### src/rtl/fetch_queue_pkg.sv
// Shared definitions for the instruction prefetch queue: widths, reset PC default,
// NOP encoding and the buffered {pc, instr} entry type.
package fetch_queue_pkg;

    localparam int unsigned INSTR_W = 32;
    localparam int unsigned ADDR_W  = 32;

    localparam logic [ADDR_W-1:0]  RESET_PC_DEFAULT = 32'h0000_0000;
    localparam logic [INSTR_W-1:0] NOP_INSTR        = 32'h0000_0000;

    typedef struct packed {
        logic [ADDR_W-1:0]  pc;
        logic [INSTR_W-1:0] instr;
    } fq_entry_t;

    // Sequential word fetch; wraps modulo 2^32.
    function automatic logic [ADDR_W-1:0] next_fetch_pc(input logic [ADDR_W-1:0] pc);
        return pc + ADDR_W'(4);
    endfunction

endpackage

### src/rtl/fq_storage.sv
// Circular buffer of {pc, instr} entries with read/write pointers and occupancy count.
// Clear has priority over push and pop; DEPTH must be a power of two so pointers wrap naturally.
module fq_storage
    import fetch_queue_pkg::*;
#(
    parameter int unsigned DEPTH = 4,
    localparam int unsigned PTR_W = (DEPTH > 1) ? $clog2(DEPTH) : 1,
    localparam int unsigned CNT_W = $clog2(DEPTH + 1)
) (
    input  logic             clk,
    input  logic             reset,
    input  logic             push,
    input  logic             pop,
    input  logic             clear,
    input  fq_entry_t        wdata,
    output fq_entry_t        rdata,
    output logic [CNT_W-1:0] count
);

    localparam logic [CNT_W-1:0] FULL_CNT = CNT_W'(DEPTH);

    fq_entry_t        mem_q [DEPTH];
    logic [PTR_W-1:0] rd_ptr_q, rd_ptr_d;
    logic [PTR_W-1:0] wr_ptr_q, wr_ptr_d;
    logic [CNT_W-1:0] count_q, count_d;
    logic             do_push, do_pop;

    always_comb begin
        do_push  = push && !clear && (count_q != FULL_CNT);
        do_pop   = pop && !clear && (count_q != '0);
        rd_ptr_d = rd_ptr_q;
        wr_ptr_d = wr_ptr_q;
        count_d  = count_q;
        if (clear) begin
            rd_ptr_d = '0;
            wr_ptr_d = '0;
            count_d  = '0;
        end else begin
            if (do_push) wr_ptr_d = wr_ptr_q + PTR_W'(1);
            if (do_pop)  rd_ptr_d = rd_ptr_q + PTR_W'(1);
            case ({do_push, do_pop})
                2'b10:   count_d = count_q + CNT_W'(1);
                2'b01:   count_d = count_q - CNT_W'(1);
                default: count_d = count_q;
            endcase
        end
    end

    always_ff @(posedge clk or posedge reset) begin
        if (reset) begin
            rd_ptr_q <= '0;
            wr_ptr_q <= '0;
            count_q  <= '0;
        end else begin
            rd_ptr_q <= rd_ptr_d;
            wr_ptr_q <= wr_ptr_d;
            count_q  <= count_d;
        end
    end

    // Entry payload is never reset; consumers gate it with count.
    always_ff @(posedge clk) begin
        if (do_push) mem_q[wr_ptr_q] <= wdata;
    end

    assign rdata = mem_q[rd_ptr_q];
    assign count = count_q;

endmodule

### src/rtl/fetch_queue.sv
// Instruction prefetch queue feeding IF/ID: one outstanding sequential fetch, redirect flush
// with in-flight response drop. Optional performance counters under `define FQ_PERF_EN.
module fetch_queue
    import fetch_queue_pkg::*;
#(
    parameter int unsigned       DEPTH    = 4,
    parameter logic [ADDR_W-1:0] RESET_PC = RESET_PC_DEFAULT
) (
    input  logic               clk,
    input  logic               reset,
    input  logic               redirect_valid,
    input  logic [ADDR_W-1:0]  redirect_pc,
    output logic               imem_req,
    output logic [ADDR_W-1:0]  imem_addr,
    input  logic               imem_rvalid,
    input  logic [INSTR_W-1:0] imem_rdata,
    output logic               out_valid,
    input  logic               out_ready,
    output logic [ADDR_W-1:0]  out_pc,
    output logic [INSTR_W-1:0] out_instr
`ifdef FQ_PERF_EN
    ,
    output logic [31:0]        perf_stall_cnt,
    output logic [31:0]        perf_flush_cnt
`endif
);

    localparam int unsigned      CNT_W    = $clog2(DEPTH + 1);
    localparam logic [CNT_W-1:0] FULL_CNT = CNT_W'(DEPTH);

    logic              busy_q, busy_d;
    logic              drop_q, drop_d;
    logic              imem_req_q, imem_req_d;
    logic [ADDR_W-1:0] fetch_pc_q, fetch_pc_d;
    logic [ADDR_W-1:0] req_pc_q, req_pc_d;
    logic [ADDR_W-1:0] imem_addr_q, imem_addr_d;
    logic              push, pop, clear, rsp;
    logic [CNT_W-1:0]  count;
    fq_entry_t         head, wentry;

    fq_storage #(.DEPTH(DEPTH)) u_storage (
        .clk   (clk),
        .reset (reset),
        .push  (push),
        .pop   (pop),
        .clear (clear),
        .wdata (wentry),
        .rdata (head),
        .count (count)
    );

    assign out_valid = (count != '0);
    assign out_pc    = out_valid ? head.pc : '0;
    assign out_instr = out_valid ? head.instr : NOP_INSTR;

    always_comb begin
        busy_d       = busy_q;
        drop_d       = drop_q;
        fetch_pc_d   = fetch_pc_q;
        req_pc_d     = req_pc_q;
        imem_addr_d  = imem_addr_q;
        imem_req_d   = 1'b0;
        push         = 1'b0;
        pop          = 1'b0;
        clear        = 1'b0;
        wentry.pc    = req_pc_q;
        wentry.instr = imem_rdata;
        rsp          = busy_q && imem_rvalid;

        if (rsp) busy_d = 1'b0;

        if (redirect_valid) begin
            clear      = 1'b1;
            fetch_pc_d = redirect_pc;
            drop_d     = busy_q && !imem_rvalid;
        end else begin
            if (rsp) begin
                if (drop_q) drop_d = 1'b0;
                else        push   = 1'b1;
            end
            pop = out_valid && out_ready;
            // Issue only with no fetch in flight, so a free slot is always reserved for its response.
            if (!busy_q && (count != FULL_CNT)) begin
                imem_req_d  = 1'b1;
                imem_addr_d = fetch_pc_q;
                req_pc_d    = fetch_pc_q;
                busy_d      = 1'b1;
                fetch_pc_d  = next_fetch_pc(fetch_pc_q);
            end
        end
    end

    always_ff @(posedge clk or posedge reset) begin
        if (reset) begin
            busy_q      <= 1'b0;
            drop_q      <= 1'b0;
            imem_req_q  <= 1'b0;
            fetch_pc_q  <= RESET_PC;
            req_pc_q    <= RESET_PC;
            imem_addr_q <= RESET_PC;
        end else begin
            busy_q      <= busy_d;
            drop_q      <= drop_d;
            imem_req_q  <= imem_req_d;
            fetch_pc_q  <= fetch_pc_d;
            req_pc_q    <= req_pc_d;
            imem_addr_q <= imem_addr_d;
        end
    end

    assign imem_req  = imem_req_q;
    assign imem_addr = imem_addr_q;

`ifdef FQ_PERF_EN
    logic [31:0] perf_stall_cnt_q, perf_stall_cnt_d;
    logic [31:0] perf_flush_cnt_q, perf_flush_cnt_d;

    always_comb begin
        perf_stall_cnt_d = perf_stall_cnt_q + ((out_valid && !out_ready) ? 32'd1 : 32'd0);
        perf_flush_cnt_d = perf_flush_cnt_q + (redirect_valid ? 32'd1 : 32'd0);
    end

    always_ff @(posedge clk or posedge reset) begin
        if (reset) begin
            perf_stall_cnt_q <= '0;
            perf_flush_cnt_q <= '0;
        end else begin
            perf_stall_cnt_q <= perf_stall_cnt_d;
            perf_flush_cnt_q <= perf_flush_cnt_d;
        end
    end

    assign perf_stall_cnt = perf_stall_cnt_q;
    assign perf_flush_cnt = perf_flush_cnt_q;
`endif

endmodule

### config.mk
export PLATFORM = sky130hd
export DESIGN_NAME = fetch_queue
export DESIGN_NICKNAME = d
export VERILOG_FILES = /design/src/rtl/fetch_queue_pkg.sv /design/src/rtl/fq_storage.sv /design/src/rtl/fetch_queue.sv
export SDC_FILE = /design/constraint.sdc
export NUM_CORES = 1
export LEC_CHECK = 0
export ABC_AREA = 1
export CAP_MARGIN = 5
export CELL_PAD_IN_SITES_DETAIL_PLACEMENT = 2
export CELL_PAD_IN_SITES_GLOBAL_PLACEMENT = 2
export CORE_ASPECT_RATIO = 1.2
export CORE_MARGIN = 3
export CORE_UTILIZATION = 33
export CTS_CLUSTER_DIAMETER = 60
export CTS_CLUSTER_SIZE = 16
export DETAILED_ROUTE_END_ITERATION = 10
export PLACE_DENSITY = 0.77
export SYNTH_ARGS = -nofsm -noshare
export SYNTH_HDL_FRONTEND = slang
export SYNTH_SLANG_ARGS = --single-unit
### constraint.sdc
create_clock -name clk -period 4 [get_ports clk]
set_input_delay 0.4 -clock clk [delete_from_list [all_inputs] [get_ports clk]]
set_output_delay 0.4 -clock clk [all_outputs]
set_load 0.02 [all_outputs]
==> flow_metrics.py <==
metrics = {
    "critical_path": {
        "start_kind": "flip-flop",
        "end_kind": "output pin",
        "r2r_start": "u_storage.count[0]",
        "crit_type": "reg -> out",
        "worstPathRequired_ps": 3600,
        "crit_arrival_ps": 2910,
        "cp_max_fo": 45,
        "cp-startpoint": "u_storage.rd_ptr_q[1]",
    },
    "detailed_routing": {
        "firstDrtPassIters": 4,
        "vias": 10200,
        "drc": 0,
        "drtAntennaViolNets": 0,
        "finalWirelength_um": 42300,
        "wl_per_cell_um": 20.7,
        "dr.first_iter.drc_count": 502,
        "via_per_inst": 5.02,
    },
    "power": {
        "power_frac_seq_pct": 42.6,
        "p_per_area_nw_per_um2": 613,
        "vdd_drop_max_mv": 0.279,
        "leakage_nw": 6.29,
        "p_sw_share_pct": 34.0,
        "power.internal_mw": 6.98,
        "p_sw_mw": 3.59,
        "power_mw": 10.6,
        "pwr-share-comb_pct": 29.1,
        "pwr-share-clk_pct": 28.3,
    },
    "cells_and_area": {
        "final_cell_mix": "319 x nor2_1, 256 x edfxtp_1, 216 x nand2_1, 174 x o21ai_0, 166 x clkdlybuf4s50_1",
        "final_cells": 2041,
        "area_growth_pct": 23.6,
        "diodes": 0,
        "final_nets": 1555,
        "final_common_cell": "nor2_1",
        "drive_gt1_share_pct": 6.86,
    },
    "global_route": {
        "grt_util_met1_pct": 24.0,
        "grt_overflow": 0,
        "grt_pass1_vias": 11400,
        "antenna_found_initial": 0,
        "grt_pass1_wl_um": 66600,
        "use_met3_pct": 2.33,
        "grt-busiest-layer": "met2",
        "grt_max_degree": 130,
        "grt_usage_pct": 18.7,
        "use_met2_pct": 33.8,
    },
    "place": {
        "io_buffer_count": 166,
        "dp_hpwl_um": 27700,
        "dpl_worst_slack_ps": 1210,
        "placedCellCount": 1988,
        "gp_congestion": 0.817,
    },
    "sta": {
        "setup_violations": 0,
        "fin_crit_ps": 3310,
        "max_freq_mhz": 302,
        "fin_skew_ps": 11.4,
        "tns_ps": 0,
        "grt_setup_unrepaired": "false",
        "hold_viol_final": 0,
        "worst_slack_ps": 690,
        "drv_slew": 0,
        "tightest_slew_ps": 972,
        "slew_headroom_pct": 35.1,
        "fin_crit_sh_pct": 82.7,
    },
    "clocking": {
        "numCtsBuffers": 29,
        "cts_tree": "yes",
        "cts_hold_buf": 0,
        "clkLatencyLatePin_ps": 550,
        "cts_setup_buffers": 0,
        "htreeDepth": 1,
        "ctsRootBufferMaster": "clkbuf_16",
        "cts_resized": 0,
        "cts_sinks": 330,
        "clk_path_buf_depth": 3,
        "clk_pin_slew_ps": 70,
    },
    "logic_synthesis": {
        "ys_seq_area_share_pct": 68.4,
        "synth_area_leader_cell": "edfxtp_1",
        "ys_types": 35,
        "synthesis.nets": 1409,
        "syn_inst": 1334,
        "avgSynthCellArea_um2": 10.5,
        "yosys-top-cells-area": "edfxtp_1 55%, dfrtp_1 13%, nor2_1 8.7%",
        "syn_area_um2": 13900,
        "synth-seq-cells": 330,
        "yosys_warnings": 0,
        "synth_top_area_share_pct": 55.1,
    },
    "floorplanning": {
        "rows": 81,
        "coreArea_um2": 41200,
        "die_area_um2": 44800,
        "die_h_um": 231,
        "die_w_um": 194,
        "io_pins": 167,
        "initial_core_util_pct": 33.8,
    },
    "status": {
        "outcome": "complete, no violations",
    },
    "flow_run": {
        "max_cap_viol_count": 0,
    },
    "hold_path": {
        "holdCritPathClass": "in -> async",
    },
}
[worst paths after layout]
check                      slack [ps]  cells past startpoint                  to
setup / recovery                  690                      6       out_instr[27]
min in group clk                  420                      3       fetch_pc_q[1]
max in group asynchronous        2870                      3       imem_addr[24]
hold reg to reg                   510                      2       fetch_pc_q[1]
setup reg to reg                 1790                     13  u_storage.count[2]
hold / removal                    290                      2              busy_q
[synthesized netlist by cell type]
| master | number |
|---|---|
| a211oi_1 | 1 |
| a21oi_1 | 71 |
| a31oi_1 | 3 |
| a32oi_1 | 1 |
| buf_1 | 11 |
| buf_2 | 30 |
| buf_4 | 1 |
| buf_6 | 1 |
| clkbuf_1 | 23 |
| clkbuf_2 | 1 |
| dfrtp_1 | 74 |
| edfxtp_1 | 256 |
| fa_1 | 1 |
| ha_1 | 5 |
| inv_1 | 52 |
| inv_2 | 5 |
| nand2_1 | 217 |
| nand2_2 | 9 |
| nand3_1 | 39 |
| nand3_2 | 2 |
| nand4_1 | 5 |
| nor2_1 | 323 |
| nor2_2 | 8 |
| nor2_4 | 5 |
| nor3_1 | 1 |
| nor3b_1 | 1 |
| nor4_1 | 2 |
| o211ai_1 | 3 |
| o21ai_0 | 174 |
| o21ai_1 | 1 |
| o21bai_1 | 2 |
| o22a_1 | 1 |
| or2_2 | 2 |
| xnor2_1 | 2 |
| xor2_1 | 1 |
[logic make-up after synthesis]
family	after synthesis	synth area share, %
and+or+nand+nor	614	17.7
DFF	330	68.4
AOI/OAI and AO/OA	257	9.41
buffers and inverters	124	3.70
adders and majority gates	6	0.592
xor gates and xnor gates	3	0.188
[power groups by stage]
| stage | Sequential, mW | Clock (mW) | Combinational [mW] |
|---|---|---|---|
| CTS | 4.51 | 3.08 | 3.14 |
| global route | 4.55 | 3.23 | 3.36 |
| finish | 4.50 | 2.99 | 3.07 |
| global placement | 4.55 | 0 | 3.03 |
| floorplan | 4.55 | 0 | 1.51 |
| detailed placement | 4.58 | 0 | 3.12 |
[state kept, by name, indices dropped and copies added (netlist names)]
name / flops
u_storage.wr_ptr_q: 2
drop_q: 1
imem_addr: 32
u_storage.count: 3
u_storage.rd_ptr_q: 2
imem_req: 1
u_storage.mem_q: 256
fetch_pc_q: 32
busy_q: 1
[cell type report]
type / count / area, um2
tap: 539 / 674
clock buffer: 41 / 853
fill: 4310 / 24000
inverter: 57 / 215
sequential: 330 / 9540
timing repair buffer: 182 / 1870
clock inverter: 12 / 161
multi-input combinational: 880 / 3930
[routing by layer]
metal,routed length (um),vias up
met4,865,0
li1,-,4802
met5,0,-
met1,18500,5229
met2,21600,169
met3,1330,49
[critical path: stages (launching register included)]
cell and delay (ps):
dfrtp_2 410, inv_2 700, buf_4 400, nor2_1 90, o21ai_0 90, a21oi_1 90, clkdlybuf4s50_1 540
[per-stage QoR]
step	area (um2)	hold slack [ps]	utilization, %
final	17200	290	41.8
after detailed placement	16200	490	39.3
after CTS	17200	307	41.8
after global routing	17200	336	41.8
after global placement	16200	453	39.3
after floorplan	13900	442	-
Note: power is estimated with default switching activity, not from simulation.
